### src/rtl/display_port_arbiter.sv
// Two-requester round-robin arbiter for the board hex-display and red-LED words.
// Ports: clk_clk/reset_reset_n, req_i/wr_i per requester, hex0/1_i, led0/1_i
//        in; gnt_o, preempt_o, busy_o, registered hex_out/led_out out.
module display_port_arbiter #(
    parameter int unsigned MAX_HOLD  = 256,
    parameter logic [31:0] HEX_RESET = 32'hFFFF_FFFF,
    parameter logic [31:0] LED_RESET = 32'h0000_0000
) (
    input  logic        clk_clk,
    input  logic        reset_reset_n,
    input  logic [1:0]  req_i,
    input  logic [1:0]  wr_i,
    input  logic [31:0] hex0_i,
    input  logic [31:0] hex1_i,
    input  logic [31:0] led0_i,
    input  logic [31:0] led1_i,
    output logic [1:0]  gnt_o,
    output logic        preempt_o,
    output logic [31:0] hex_out,
    output logic [31:0] led_out,
    output logic        busy_o
);

    localparam int unsigned CW = (MAX_HOLD > 2) ? $clog2(MAX_HOLD) : 1;
    localparam logic [CW-1:0] HOLD_MAX = CW'(MAX_HOLD - 1);

    typedef enum logic [1:0] {
        IDLE = 2'd0,
        GNT0 = 2'd1,
        GNT1 = 2'd2
    } state_t;

    state_t        state_q, state_d;
    logic [CW-1:0] cnt_q, cnt_d;
    logic          last_q, last_d;
    logic [31:0]   hex_q, hex_d;
    logic [31:0]   led_q, led_d;

    logic own_req;
    logic oth_req;
    logic hold_done;
    logic revoke;
    logic release_w;
    logic wr0;
    logic wr1;

    // State register
    always_ff @(posedge clk_clk or negedge reset_reset_n) begin
        if (!reset_reset_n) begin
            state_q <= IDLE;
            cnt_q   <= '0;
            last_q  <= 1'b1;
            hex_q   <= HEX_RESET;
            led_q   <= LED_RESET;
        end else begin
            state_q <= state_d;
            cnt_q   <= cnt_d;
            last_q  <= last_d;
            hex_q   <= hex_d;
            led_q   <= led_d;
        end
    end

    // Current owner's request and the competitor's request
    always_comb begin
        own_req = 1'b0;
        oth_req = 1'b0;
        unique case (state_q)
            GNT0: begin
                own_req = req_i[0];
                oth_req = req_i[1];
            end
            GNT1: begin
                own_req = req_i[1];
                oth_req = req_i[0];
            end
            default: begin
                own_req = 1'b0;
                oth_req = 1'b0;
            end
        endcase
    end

    assign hold_done = (cnt_q == HOLD_MAX);

    // A voluntary release takes priority over a revoke in the same cycle
    assign release_w = (state_q != IDLE) && !own_req;
    assign revoke    = own_req && oth_req && hold_done;

    // Next-state logic
    always_comb begin
        state_d = state_q;
        last_d  = last_q;
        cnt_d   = '0;
        unique case (state_q)
            IDLE: begin
                // Contention goes to whoever was not served last
                if (req_i[0] && (!req_i[1] || last_q)) begin
                    state_d = GNT0;
                end else if (req_i[1]) begin
                    state_d = GNT1;
                end
            end
            GNT0: begin
                if (release_w || revoke) begin
                    state_d = IDLE;
                    last_d  = 1'b0;
                end else begin
                    cnt_d = hold_done ? cnt_q : cnt_q + 1'b1;
                end
            end
            GNT1: begin
                if (release_w || revoke) begin
                    state_d = IDLE;
                    last_d  = 1'b1;
                end else begin
                    cnt_d = hold_done ? cnt_q : cnt_q + 1'b1;
                end
            end
            default: begin
                state_d = IDLE;
            end
        endcase
    end

    // Output decode
    always_comb begin
        gnt_o     = 2'b00;
        preempt_o = 1'b0;
        unique case (state_q)
            GNT0: gnt_o = 2'b01;
            GNT1: gnt_o = 2'b10;
            default: gnt_o = 2'b00;
        endcase
        preempt_o = revoke && !release_w;
        busy_o    = (gnt_o != 2'b00);
    end

    // Display write path: only the granted requester's strobe counts,
    // including in its final (release/revoke) cycle.
    assign wr0 = gnt_o[0] & wr_i[0];
    assign wr1 = gnt_o[1] & wr_i[1];

    always_comb begin
        hex_d = hex_q;
        led_d = led_q;
        unique case (1'b1)
            wr0: begin
                hex_d = hex0_i;
                led_d = led0_i;
            end
            wr1: begin
                hex_d = hex1_i;
                led_d = led1_i;
            end
            default: begin
                hex_d = hex_q;
                led_d = led_q;
            end
        endcase
    end

    assign hex_out = hex_q;
    assign led_out = led_q;

endmodule
### config.mk
export PLATFORM = sky130hd
export DESIGN_NAME = display_port_arbiter
export DESIGN_NICKNAME = d
export VERILOG_FILES = /design/src/rtl/display_port_arbiter.sv
export SDC_FILE = /design/constraint.sdc
export NUM_CORES = 1
export LEC_CHECK = 0
export CORE_ASPECT_RATIO = 0.5
export CORE_MARGIN = 2
export CORE_UTILIZATION = 39
export DETAILED_ROUTE_END_ITERATION = 6
export GPL_TIMING_DRIVEN = 0
export PLACE_DENSITY = 0.92
export SKIP_LAST_GASP = 1
export SYNTH_ARGS = -nofsm -noshare
export SYNTH_HDL_FRONTEND = slang
export SYNTH_SLANG_ARGS = --single-unit
### constraint.sdc
create_clock -name clk_clk -period 2 [get_ports clk_clk]
set_input_delay 0.3 -clock clk_clk [delete_from_list [all_inputs] [get_ports clk_clk]]
set_output_delay 0.3 -clock clk_clk [all_outputs]
set_load 0.02 [all_outputs]
==> impl_metrics.toml <==
[critical_path]
cp_slowest_cell = "a2111oi_4"
r2r_end = "hex_out[20]"
critPathLaunchType = "register"
cp.buffers_inverters = 2
path_delay_family = "compound AO/OA/AOI/OAI gates"
critPathArrivalTime_ns = 1.85
r2r_cells = 7
crit_path_max_incr_delay_ns = 0.44
path_max_fanout = 4
crit_type = "reg2out"
crit_path_end_kind = "output port"
r2r_start = "state_q[1]"
required_ns = 1.70
r2r_slack_ns = 0.03
crit_chain = "inv_2 > ha_4 > o211ai_1 > a2111oi_4 > buf_4"

[floorplanning]
initial_core_util = 0.411
fp-row-count = 24
dieHeight_um = 72.5
pin_count = 202
die-area_um2 = 10200
die-width_um = 141
fp.coreArea_um2 = 8920

[detailed_routing]
met1_length_mm = 4.60
dr_wl_met2_mm = 6.85
drc_errors = 0
top_layer = "met4"
drtIter0Drc = 218
drtPass1Iterations = 5
detail-route-antenna-nets = 0
vias_per_cell = 5.09
drt_wl_total_mm = 12.2
detail_route.wl_per_cell_um = 17.6
num_vias = 3529
wl_met3_um = 401

[synth]
ys_seq_area_frac = 0.523
yosys.area.top_type = "dfrtp_1"
syn_area_um2 = 3660
synth_edf_count = 0
synth.yosys.warnings = 0
synth_top_area_share = 0.287
synth.avg_cell_area_um2 = 10.4
ys_top_cells_by_area = "dfrtp_1, dfstp_2, mux2i_1"
async_flop_share = 1.00
synth_seq_cells = 75
synth_cells = 352
synth_flop_cell = "dfrtp_1"
synth_fp_nets = 492
ys_types = 31

[power_and_ir_drop]
ir_drop_mv = 0.659
p_leak_nw = 2.94
power_w = 0.00861
power.density_nw_per_um2 = 1370

[layout]
drive_gt1_frac = 0.156
num-fill-cells = 603
nNetsFinal = 712
post-route-util = 0.703
diodes = 0
area_delta_synth_final_pct = 71.0
finalNonFillerCells = 694

[sta]
rsz0062_at_grt = "yes"
final_max_slew_viol_count = 0
maxClockFrequency_ghz = 0.465
max_slew.worst_pin.slew_ns = 0.408
finalSetupViolations = 1
worst_slack_ns = -0.148
setup_tns_ns = -0.148
slew_headroom = 0.728
post-route-min-period_ns = 2.15
holdWs_ns = 0.365
fin_skew_ns = 0.00526
hold_viol_final = 0
fin_crit_sh = 1.07

[global_route]
grt_pass1_wl_mm = 18.5
antenna_found_initial = 0
grt_pass1_vias = 3680
grt_overflow = 0
track_usage = 0.238
grt_max_degree = 63

[run_status]
violations = "negative setup slack"
status = "finished with violations"

[clock_network]
clk_latency_ns = 0.34
cts.clk_slew.worst_paths_ns = 0.05
cts_buffers = 9
cts_sinks = 75
cts_htree_levels = 3
cts_tree = "done"
clockBufferDepth = 2
root_buffer = "clkbuf_16"

[worst_hold_path]
min_path_type = "in2async"

[placement]
io_buffer_count = 201
place_inst = 671
dp_hpwl_mm = 9.09
place_congestion = 0.900

[flow_run]
max_cap_viol_count = 0
[synth_stat cells, types with 4 or more instances]
| master | instances |
|---|---|
| nand3_1 | 6 |
| o211ai_1 | 6 |
| buf_2 | 10 |
| nor2_1 | 8 |
| inv_1 | 6 |
| mux2i_1 | 64 |
| clkbuf_1 | 9 |
| nand2_1 | 69 |
| o21ai_0 | 68 |
| dfrtp_1 | 42 |
| ha_1 | 6 |
| a21oi_1 | 4 |
| dfstp_2 | 33 |
[per-layer routing]
layer,track usage,up-vias
met5,0,-
met4,0.126,0
met3,0.0502,32
met2,0.457,88
met1,0.250,1737
li1,-,1672
[cell families (layout without fill, tap and decap cells)]
logic type / count (synthesis) / after routing / synth area share
XOR/XNOR: 3 / 3 / 0.00717
AO/OA/AOI/OAI: 87 / 87 / 0.136
buffers and inverters: 26 / 251 / 0.0300
multiplexers: 64 / 64 / 0.175
adder cells (fa/ha/maj): 6 / 6 / 0.0205
flip-flops: 75 / 75 / 0.523
AND/OR/NAND/NOR: 91 / 91 / 0.108
[through the flow]
stage / worst slack [ns] / cell area (um^2)
final: -0.148 / 6270
after global routing: -0.198 / 6270
after CTS: -0.212 / 6150
after detailed placement: -0.472 / 5850
after global placement: -1.87 / 5820
after floorplan: 0.188 / 3660
[timing repair]
item                                   in CTS  in global routing
endpoints found under the hold margin       9                  0
setup buffers                               1                  4
pin swaps                                   1                  4
setup endpoints to repair                  53                 67
hold buffers                                1                  0
resized for setup                          13                 40
gates cloned                                0                  1
[cell type report]
| class | count | area [um^2] | area share |
|---|---|---|---|
| Multi-Input combinational cell | 251 | 1670 | 0.267 |
| Clock inverter | 2 | 10.0 | 0.00160 |
| Tap cell | 117 | 146 | 0.0234 |
| Inverter | 6 | 22.5 | 0.00359 |
| Timing Repair Buffer | 209 | 2090 | 0.333 |
| Clock buffer | 14 | 274 | 0.0437 |
| Buffer | 20 | 131 | 0.0210 |
| Sequential cell | 75 | 1920 | 0.306 |
[sequential cells by signal, indices dropped and copies added (netlist names)]
| name | flops |
|---|---|
| state_q | 2 |
| led_out | 32 |
| cnt_q | 8 |
| hex_out | 32 |
| last_q | 1 |
[report_power, final]
part           internal (W)  switching [W]  total, W
clock network      0.000938       0.000598   0.00154
registers           0.00240       0.000374   0.00277
logic               0.00199        0.00231   0.00430
[layout by cell type, fill, tap and decap left out, drive strengths merged, types with 2 or more instances in the layout]
cell type | netlist | final
a21o | 2 | 2
a21oi | 4 | 4
buf | 11 | 16
clkbuf | 9 | 26
clkdlybuf4s50 | 0 | 196
clkinv | 0 | 2
dfrtp | 42 | 42
dfstp | 33 | 33
dlygate4sd2 | 0 | 3
ha | 6 | 6
inv | 6 | 6
mux2i | 64 | 64
nand2 | 69 | 69
nand3 | 6 | 6
nand3b | 2 | 2
nor2 | 8 | 8
nor3 | 2 | 2
o211ai | 6 | 6
o21ai | 69 | 69
xor2 | 2 | 2
[worst max path at each step]
stage                              from     endpoint  slack, ns  depth (start not counted)
after floorplan              state_q[0]       last_q       0.19                          6
after global placement    reset_reset_n  led_out[24]      -1.87                          1
after detailed placement       req_i[0]    preempt_o      -0.47                          4
after CTS                    state_q[0]    preempt_o      -0.21                          5
after global routing         state_q[0]    preempt_o      -0.20                          5
final                        state_q[1]    preempt_o      -0.15                          5
Power figures use the tool's default switching activity.
